**config.mk**
```make
export PLATFORM = sky130hd
export DESIGN_NAME = tlc_nphase
export DESIGN_NICKNAME = d
export VERILOG_FILES = /design/src/rtl/light_package.sv /design/src/rtl/tlc_rr_pick.sv /design/src/rtl/tlc_nphase.sv
export SDC_FILE = /design/constraint.sdc
export NUM_CORES = 1
export LEC_CHECK = 0
export CAP_MARGIN = 30
export CORE_MARGIN = 3
export CORE_UTILIZATION = 45
export DETAILED_ROUTE_END_ITERATION = 6
export DONT_BUFFER_PORTS = 1
export HOLD_SLACK_MARGIN = 0.08
export RECOVER_POWER = 50
export SLEW_MARGIN = 10
export SYNTH_ARGS = -nofsm -noshare
export SYNTH_HDL_FRONTEND = slang
export SYNTH_SLANG_ARGS = --single-unit
```
**constraint.sdc**
```tcl
create_clock -name clk -period 6.2 [get_ports clk]
set_input_delay 0.62 -clock clk [delete_from_list [all_inputs] [get_ports clk]]
set_output_delay 0.62 -clock clk [all_outputs]
set_load 0.01 [all_outputs]
```
**src/rtl/light_package.sv**
```systemverilog
// Shared types for the N-phase traffic light controller.
//   colors      : per-phase lamp colour driven to the lamp drivers
//   tlc_state_t : controller state (green / yellow / all-red)
//   max4        : helper used to size the shared timing counters
package light_package;

   typedef enum logic [1:0] {
      red    = 2'd0,
      yellow = 2'd1,
      green  = 2'd2
   } colors;

   typedef enum logic [1:0] {
      TLC_GREEN  = 2'd0,
      TLC_YELLOW = 2'd1,
      TLC_ALLRED = 2'd2
   } tlc_state_t;

   function automatic int unsigned max4(input int unsigned a, input int unsigned b,
                                        input int unsigned c, input int unsigned d);
      int unsigned m;
      m = a;
      if (b > m) m = b;
      if (c > m) m = c;
      if (d > m) m = d;
      return m;
   endfunction

endpackage

```
**src/rtl/tlc_rr_pick.sv**
```systemverilog
// Round-robin next-phase selector (combinational).
//   req_i   : per-phase demand
//   cur_i   : current / last-served phase
//   nxt_o   : first requesting phase in order cur+1, cur+2, ... wrapping, cur last
//   valid_o : any demand present
module tlc_rr_pick
   import light_package::*;
#(
   parameter  int unsigned NUM_PHASES = 5,
   localparam int unsigned PW         = $clog2(NUM_PHASES)
) (
   input  logic [NUM_PHASES-1:0] req_i,
   input  logic [PW-1:0]         cur_i,
   output logic [PW-1:0]         nxt_o,
   output logic                  valid_o
);

   function automatic logic [PW-1:0] wrap_add(input logic [PW-1:0] c, input int unsigned k);
      int unsigned s;
      s = 32'(c) + k;
      if (s >= NUM_PHASES) s = s - NUM_PHASES;
      return PW'(s);
   endfunction

   // Scan farthest offset first so the nearest requester after cur wins.
   always_comb begin
      nxt_o   = cur_i;
      valid_o = |req_i;
      for (int unsigned k = NUM_PHASES; k > 0; k--) begin
         if (req_i[wrap_add(cur_i, k)]) nxt_o = wrap_add(cur_i, k);
      end
   end

endmodule

```
**src/rtl/tlc_nphase.sv**
```systemverilog
// N-phase traffic light controller: one phase green at a time, yellow then
// all-red between phases, round-robin selection among demanding phases.
//   clk, reset     : clock and asynchronous active-high reset
//   req            : per-phase demand (synchronous to clk)
//   preempt        : (TLC_PREEMPT_EN only) force service of preempt_phase
//   preempt_phase  : (TLC_PREEMPT_EN only) phase to serve under preempt
//   light          : per-phase lamp colour
//   phase          : current or last-served phase
//   all_red        : high in the all-red state
// Optional feature macro: TLC_PREEMPT_EN.
module tlc_nphase
   import light_package::*;
#(
   parameter  int unsigned NUM_PHASES = 5,
   parameter  int unsigned YELLOW_CYC = 2,
   parameter  int unsigned ALLRED_CYC = 1,
   parameter  int unsigned GAP_CYC    = 4,
   parameter  int unsigned MAX_CYC    = 9,
   localparam int unsigned PW         = $clog2(NUM_PHASES)
) (
   input  logic                  clk,
   input  logic                  reset,
   input  logic [NUM_PHASES-1:0] req,
`ifdef TLC_PREEMPT_EN
   input  logic                  preempt,
   input  logic [PW-1:0]         preempt_phase,
`endif
   output colors                 light [NUM_PHASES],
   output logic [PW-1:0]         phase,
   output logic                  all_red
);

   localparam int unsigned CW = $clog2(max4(YELLOW_CYC, ALLRED_CYC, GAP_CYC, MAX_CYC)) + 1;
   localparam logic [CW-1:0] YEL_LAST = CW'(YELLOW_CYC - 1);
   localparam logic [CW-1:0] AR_LAST  = CW'(ALLRED_CYC - 1);
   localparam logic [CW-1:0] GAP_LAST = CW'(GAP_CYC - 1);
   localparam logic [CW-1:0] MAX_LAST = CW'(MAX_CYC - 1);

   tlc_state_t      state_q, state_d;
   logic [PW-1:0]   cur_q, cur_d;
   logic [CW-1:0]   gap_q, gap_d;
   logic [CW-1:0]   max_q, max_d;
   logic [CW-1:0]   tmr_q, tmr_d;

   logic            own_c, other_c, timeout_c;
   logic [PW-1:0]   rr_nxt_c;
   logic            rr_valid_c;
   logic            pre_yield_c, pre_hold_c, pre_take_c;
   logic [PW-1:0]   pre_target_c;

   function automatic logic [CW-1:0] sat_inc(input logic [CW-1:0] v, input logic [CW-1:0] lim);
      return (v == lim) ? v : v + CW'(1);
   endfunction

   assign own_c   = req[cur_q];
   assign other_c = |(req & ~(NUM_PHASES'(1) << cur_q));

`ifdef TLC_PREEMPT_EN
   // Preempt of another phase yields now; preempt of the served phase freezes it green.
   assign pre_yield_c  = preempt && (cur_q != preempt_phase);
   assign pre_hold_c   = preempt && (cur_q == preempt_phase);
   assign pre_take_c   = preempt;
   assign pre_target_c = preempt_phase;
`else
   assign pre_yield_c  = 1'b0;
   assign pre_hold_c   = 1'b0;
   assign pre_take_c   = 1'b0;
   assign pre_target_c = '0;
`endif

   tlc_rr_pick #(.NUM_PHASES(NUM_PHASES)) u_rr_pick (
      .req_i   (req),
      .cur_i   (cur_q),
      .nxt_o   (rr_nxt_c),
      .valid_o (rr_valid_c)
   );

   // State register, phase register and counters.
   always_ff @(posedge clk or posedge reset) begin
      if (reset) begin
         state_q <= TLC_ALLRED;
         cur_q   <= PW'(NUM_PHASES - 1);
         gap_q   <= '0;
         max_q   <= '0;
         tmr_q   <= '0;
      end else begin
         state_q <= state_d;
         cur_q   <= cur_d;
         gap_q   <= gap_d;
         max_q   <= max_d;
         tmr_q   <= tmr_d;
      end
   end

   // Next-state and counter update.
   always_comb begin
      state_d   = state_q;
      cur_d     = cur_q;
      gap_d     = gap_q;
      max_d     = max_q;
      tmr_d     = tmr_q;
      timeout_c = (other_c && (max_q == MAX_LAST)) || (!own_c && (gap_q == GAP_LAST));
      case (state_q)
         TLC_GREEN: begin
            gap_d = own_c ? '0 : sat_inc(gap_q, GAP_LAST);
            max_d = other_c ? sat_inc(max_q, MAX_LAST) : max_q;
            if (pre_yield_c || (timeout_c && !pre_hold_c)) begin
               state_d = TLC_YELLOW;
               tmr_d   = '0;
            end
         end
         TLC_YELLOW: begin
            if (tmr_q == YEL_LAST) begin
               state_d = TLC_ALLRED;
               tmr_d   = '0;
            end else begin
               tmr_d = tmr_q + CW'(1);
            end
         end
         TLC_ALLRED: begin
            if (tmr_q != AR_LAST) begin
               tmr_d = tmr_q + CW'(1);
            end else if (pre_take_c || rr_valid_c) begin
               state_d = TLC_GREEN;
               cur_d   = pre_take_c ? pre_target_c : rr_nxt_c;
               gap_d   = '0;
               max_d   = '0;
            end
         end
         default: begin
            state_d = TLC_ALLRED;
            tmr_d   = '0;
         end
      endcase
   end

   // Moore output decode.
   always_comb begin
      phase   = cur_q;
      all_red = (state_q == TLC_ALLRED);
      for (int unsigned i = 0; i < NUM_PHASES; i++) begin
         light[i] = red;
         if (PW'(i) == cur_q) begin
            if (state_q == TLC_GREEN)  light[i] = green;
            if (state_q == TLC_YELLOW) light[i] = yellow;
         end
      end
   end

endmodule

```
# Word-level counts from Yosys, hierarchy flattened
# Index checks and enable logic that the tools add are counted.
[totals] ff_bits=20 input_bits=7 wordCells=112
[op_classes] n_addsub=13 order_cmp=11 n_eq_ne=17 shifts=1 mux=46 n_bitwise=3 n_reduce_logical=16
[ops] operator="$mux W5" count=9
[ops] operator="$mux W3" count=10
[ops] operator="$lt A3 B4 Y1 const B" count=6
[ops] operator="$mux W2" count=11
[ops] operator="$ge A4 B3 Y1 const B" count=5
[ops] operator="$pmux W5 S2" count=2
[ops] operator="$bmux W1 S3" count=6
[ops] operator="$add A5 B1 Y5 const B" count=3
[ops] operator="$pmux W5 S3" count=1
[ops] operator="$sub A3 B3 Y3 const B" count=5
[ops] operator="$reduce_and A4 Y1" count=3
[ops] operator="$ne A2 B2 Y1 const B" count=5
[ops] operator="$reduce_bool A5 Y1" count=2
[ops] operator="$reduce_or A5 Y1" count=2
[ops] operator="$add A3 B2 Y4 const B" count=2
[ops] operator="$add A3 B3 Y4 const B" count=2
[ops] operator="$eq A2 B3 Y1 const A" count=2
[ops] operator="$mux W1" count=6
[ops] operator="$pmux W2 S3" count=1
[ops] operator="$and A5 B5 Y5" count=1
[ops] operator="$eq A5 B1 Y1 const B" count=1
[ops] operator="$eq A5 B2 Y1 const B" count=1
[ops] operator="$eq A5 B4 Y1 const B" count=1
[ops] operator="$not A5 Y5" count=1
[ops] operator="17 further kinds" count=19

# Longest topological paths before layout
[depth] depth_word=10 ltp_mapped=14 depth_no_buf=12

# Cells and area by module
# A second synthesis with hierarchy kept.
[unflattened] cells_unflattened=322 hier_area_um2=2621.3
[by_module_without_submodules] mod="tlc_nphase" instances=1 cells_each=167 area_per_inst_um2=1507.7
[by_module_without_submodules] mod="tlc_rr_pick" instances=1 cells_each=155 area_per_inst_um2=1113.6

# Worst setup path after synthesis
# Ideal clock, no wire load.
[synth_timing] kind="register -> register" startpoint="register cur_q[2] (netlist: phase[2])" endpoint="register cur_q[2] (netlist: phase[2])" arrival_time_ps=3131 slack_ps=2987 path_stages_with_launch=13 cell_sequence="dfstp_2 buf_6 clkbuf_1 inv_1 ha_1 clkbuf_1 a211o_1 mux2i_4 mux2_2 a311oi_1 a41o_1 a21oi_1 a22oi_1"
[synth_between] elab_chain_cells=9 word_cells_on_any_way=37
[synth_rtl] item="from (decl)" line_no="tlc_nphase.sv:40" text="logic [PW-1:0] cur_q, cur_d;"
[synth_rtl] item="from (signal assigned)" line_no="tlc_nphase.sv:82" text="cur_q <= PW'(NUM_PHASES - 1);"
[synth_rtl] item="from (signal assigned)" line_no="tlc_nphase.sv:88" text="cur_q <= cur_d;"
[synth_rtl] item="$add A3 B3 Y4" line_no="tlc_rr_pick.sv:20" text="s = 32'(c) + k;"
[synth_rtl] item="$ge A4 B3 Y1 or $sub A3 B3 Y3 (tied branches)" line_no="tlc_rr_pick.sv:21" text="if (s >= NUM_PHASES) s = s - NUM_PHASES;"
[synth_rtl] item="$mux W3" line_no="tlc_rr_pick.sv:21"
[synth_rtl] item="$bmux W1 S3" line_no="tlc_rr_pick.sv:30" text="if (req_i[wrap_add(cur_i, k)]) nxt_o = wrap_add(cur_i, k);"
[synth_rtl] item="$mux W1 (implied by the code)" line_no="tlc_rr_pick.sv:30"
[synth_rtl] item="$mux W3 (4 in series)" line_no="tlc_rr_pick.sv:30"
# Several ways; a longest one is shown, not always the timed one. The select of a mux whose other input is x is not followed.
# A chain may end at the register's enable or synchronous reset.

# Worst setup path after layout
[layout_timing] startpoint="register cur_q[0] (netlist: phase[0])" endpoint="register cur_q[0] (netlist: phase[0])"
# Same word-level chain as after synthesis.

==> summary.md <==
The run finished, with violations left. The checks that failed: max-capacitance violations. The tools report the layout filler cell count as 515.

The achievable frequency is 0.251 GHz. In the global route stage, overall resource usage came out at 18.6%. The HPWL after detailed placement is 4240 um.

The clock root buffer master was sky130_fd_sc_hd__clkbuf_8. By startpoint and endpoint, the worst setup path is classified as flip-flop to flip-flop. The tools report the cell area after synthesis as 2510 um2. The layout cell share with drive strength beyond 1 works out to 7.85%.

For the total of max-cap violations, the log shows 1. The detail route stage leaves a number of antenna-violating nets equal to 0. Setup repair after global routing left no endpoint under its margin. Core box area: 5240 um2. Yosys attributes the largest share of cell area to sky130_fd_sc_hd__dfrtp_1 (18%), sky130_fd_sc_hd__ha_1 (12%), sky130_fd_sc_hd__o21ai_0 (5.2%).

Dividing total power by cell area gives a power density of 623 nW/um2. The routed via count divided by cell count was 5.87; the number of endpoints with negative hold slack in the final report was 0. The clock-pin slew on the worst setup and hold paths is 0.08 ns. Post-cts gate resize count: 0. Data arrival time of the critical path: 4.15 ns. The detailed-route wire length per cell is 15.8 um, and the proportion of netlist area held by the largest area contributor is 18.0%.

The overall die area is 6500 um2, and the insertion delay of the later-clocked pin in the worst-skew pair is 0.26 ns. The number of warnings printed during yosys synthesis came out at 0. In the synthesized netlist the dominant register cell turns out to be sky130_fd_sc_hd__dfrtp_1. The maximum buffer depth of the clock tree was 2; the final setup violation count was 0. Overall power consumption after layout is estimated at 1.59 mW.

The global-route wire length before repair was 9820 um; the endpoint required time on the critical path was 6.36 ns. The number of antenna diodes in the final layout is 0. Adding up every negative setup slack in the final design gives 0 ns. Static leakage power: 1.10 nW. Nature of the critical path startpoint: a flip-flop. The largest fanout on the critical path came out at 28. The count of H-tree levels built during CTS came out at 1. The number of clock sinks is 20, and the post-cts hold buffer count is 0. The slew at the pin closest to its max-slew limit is 1.50 ns.

The worst hold path belongs to the class primary input to async pin. Measured against its own limit, the worst slew margin works out to 0.285%. For the number of antenna violations at the first check in global routing, the log shows 0. Relative to the synthesized area, the layout overhead comes to 1.95%.

The die is 80.6 um wide. Placer congestion estimate: 0.875. Entering global routing, the biggest net connects 29 pins. In this run, synthesis inferred 0 flip-flops with an integrated enable. After synthesis, flip-flops and latches occupy 20.1% of the total area. Critical path capture point type: a flip-flop.

The tools report the final max-slew violation count as 0. The synthesized design contains 20 register bits. In the routed design, unresolved DRC markers number 0. The logs give 4 for the number of iterations in the first detailed-routing pass and 74 for the number of unique standard cell types used by synthesis. In this run the post-CTS setup repair buffer count came out at 0. The final route contains 2,131 vias.

Initial standard-cell utilization of the core: 47.8%. The via count of the first global-routing pass is 2,000, and the chip height is 80.6 um. The synthesized area per cell is 8.27 um2, and the synthesized netlist cell count is 303. Port buffering added 0 buffers. The top-level port count came out at 21. The residual overflow from global routing came out at 0. sky130_fd_sc_hd__dfrtp_1 takes more of the synthesized area than any other cell. Between clock sinks in the finished design, the worst skew comes to 0.00363 ns.

The number of nets in the synthesized netlist is 336. Number of nets in the finished design: 327. The logs give 0.000214 V for the maximum vdd drop and 5720 um for the total detailed-routing wirelength. The floorplan row count is 26. The worst path uses 64.3% of the clock period. TritonCTS buffer count: 3. TritonCTS built the clock tree. The post-synthesis async set-or-reset flop share came out at 100%. The number of DRC markers after the initial detailed-route iteration was 116. The final period demand of the worst path works out to 3.99 ns.
## sequential cells by signal, summed over array words and instances (netlist names)
| name | flops |
|---|---|
| tmr_q | 5 |
| phase | 3 |
| max_q | 5 |
| state_q | 2 |
| gap_q | 5 |
## power breakdown
| part | total, mW | switching [mW] | leakage, nW | internal (mW) |
|---|---|---|---|---|
| clock network | 0.0995 | 0.0430 | 0.0288 | 0.0565 |
| registers | 0.247 | 0.0723 | 0.262 | 0.175 |
| logic | 1.25 | 0.725 | 0.813 | 0.522 |
## Yosys cell counts, types with 3 or more instances
library cell,number
sky130_fd_sc_hd__nor2b_1,9
sky130_fd_sc_hd__o31ai_1,3
sky130_fd_sc_hd__o2111ai_1,3
sky130_fd_sc_hd__xor2_1,3
sky130_fd_sc_hd__and2_0,3
sky130_fd_sc_hd__buf_6,3
sky130_fd_sc_hd__a21oi_1,13
sky130_fd_sc_hd__nand2_1,16
sky130_fd_sc_hd__clkbuf_1,4
sky130_fd_sc_hd__inv_1,19
sky130_fd_sc_hd__nor2_1,17
sky130_fd_sc_hd__buf_2,7
sky130_fd_sc_hd__dfrtp_1,18
sky130_fd_sc_hd__nand2b_1,12
sky130_fd_sc_hd__nor3_1,9
sky130_fd_sc_hd__ha_1,25
sky130_fd_sc_hd__xnor2_1,3
sky130_fd_sc_hd__o21ai_0,26
sky130_fd_sc_hd__nand3_1,7
sky130_fd_sc_hd__a21o_1,5
sky130_fd_sc_hd__a211oi_1,3
sky130_fd_sc_hd__or2_2,5
sky130_fd_sc_hd__o211ai_1,3
sky130_fd_sc_hd__and2_1,9
sky130_fd_sc_hd__or3_1,3
sky130_fd_sc_hd__mux2i_1,10
## cells in the final DEF, fill, tap and decap left out, drive strengths merged, types with 4 or more instances in the layout
cell,count
a21o,5
or2,5
nand3,7
nor3,10
mux2i,11
a21oi,13
and2,14
nand2b,13
ha,25
o21ai,27
inv,19
nor2,17
nor2b,9
nand2,16
dfrtp,18
a211oi,4
clkbuf,5
## final cells by class
type | instances | area (um2) | area share (%)
Sequential cell | 20 | 503 | 19.7
Multi-Input combinational cell | 249 | 1830 | 71.8
Inverter | 19 | 71.3 | 2.79
Clock buffer | 4 | 55.1 | 2.15
Tap cell | 70 | 87.6 | 3.43
Timing Repair Buffer | 1 | 3.75 | 0.147
## cell families (layout without fill, tap and decap cells)
family,count (synthesis),after routing,synth area share (%)
AND/OR/NAND/NOR,116,116,27.5
AO/OA/AOI/OAI,89,89,25.3
buffers and inverters,34,24,6.49
adder cells (fa/ha/maj),26,26,13.3
flip-flops,20,20,20.1
multiplexers,12,12,5.34
XOR/XNOR,6,6,2.10
## worst paths after layout
check | start | to | cells after the start | slack (ns)
worst min-delay path | reset | gap_q[2]$_DFFE_PP0P_ | 1 | 0.37
worst max register to register | phase[0]$_DFFE_PP0P_ | phase[0]$_DFFE_PP0P_ | 10 | 2.21
min in group clk | tmr_q[4]$_DFFE_PP0P_ | tmr_q[4]$_DFFE_PP0P_ | 1 | 0.49
worst max-delay path | phase[0]$_DFFE_PP0P_ | phase[0]$_DFFE_PP0P_ | 10 | 2.21
worst min register to register | tmr_q[4]$_DFFE_PP0P_ | tmr_q[4]$_DFFE_PP0P_ | 1 | 0.49
max in group asynchronous | reset | state_q[0]$_DFFE_PP0P_ | 1 | 5.36
## stage by stage
| stage | cell area, um2 | util [%] | setup slack, ns | cells | hold slack (ns) |
|---|---|---|---|---|---|
| floorplan | 2510 | - | 2.99 | 303 | 0.446 |
| global placement | 2510 | 47.9 | 2.55 | 359 | 0.477 |
| detailed placement | 2510 | 47.9 | 2.39 | 359 | 0.483 |
| CTS | 2560 | 49.0 | 2.35 | 363 | 0.409 |
| global route | 2550 | 48.8 | 1.91 | 363 | 0.426 |
| finish | 2550 | 48.8 | 2.21 | 363 | 0.372 |
## layer usage
layer	vias up	part of all wire, %	GRT usage (%)
met3	4	1.4	1.12
met5	-	0	0
met2	18	49	32.9
li1	1085	-	-
met1	1024	48	25.1
met4	0	0.63	3.21
## critical path, cell delays in order (launching register included)
cell,delay [ns]
sky130_fd_sc_hd__dfrtp_1,0.34
sky130_fd_sc_hd__clkbuf_1,1.09
sky130_fd_sc_hd__ha_1,0.40
sky130_fd_sc_hd__ha_1,0.34
sky130_fd_sc_hd__a211o_1,0.33
sky130_fd_sc_hd__mux2i_4,0.20
sky130_fd_sc_hd__mux2_2,0.36
sky130_fd_sc_hd__a311oi_1,0.28
sky130_fd_sc_hd__a41o_1,0.31
sky130_fd_sc_hd__a21oi_1,0.06
sky130_fd_sc_hd__o32ai_1,0.16
(Power assumes the default switching activity.)
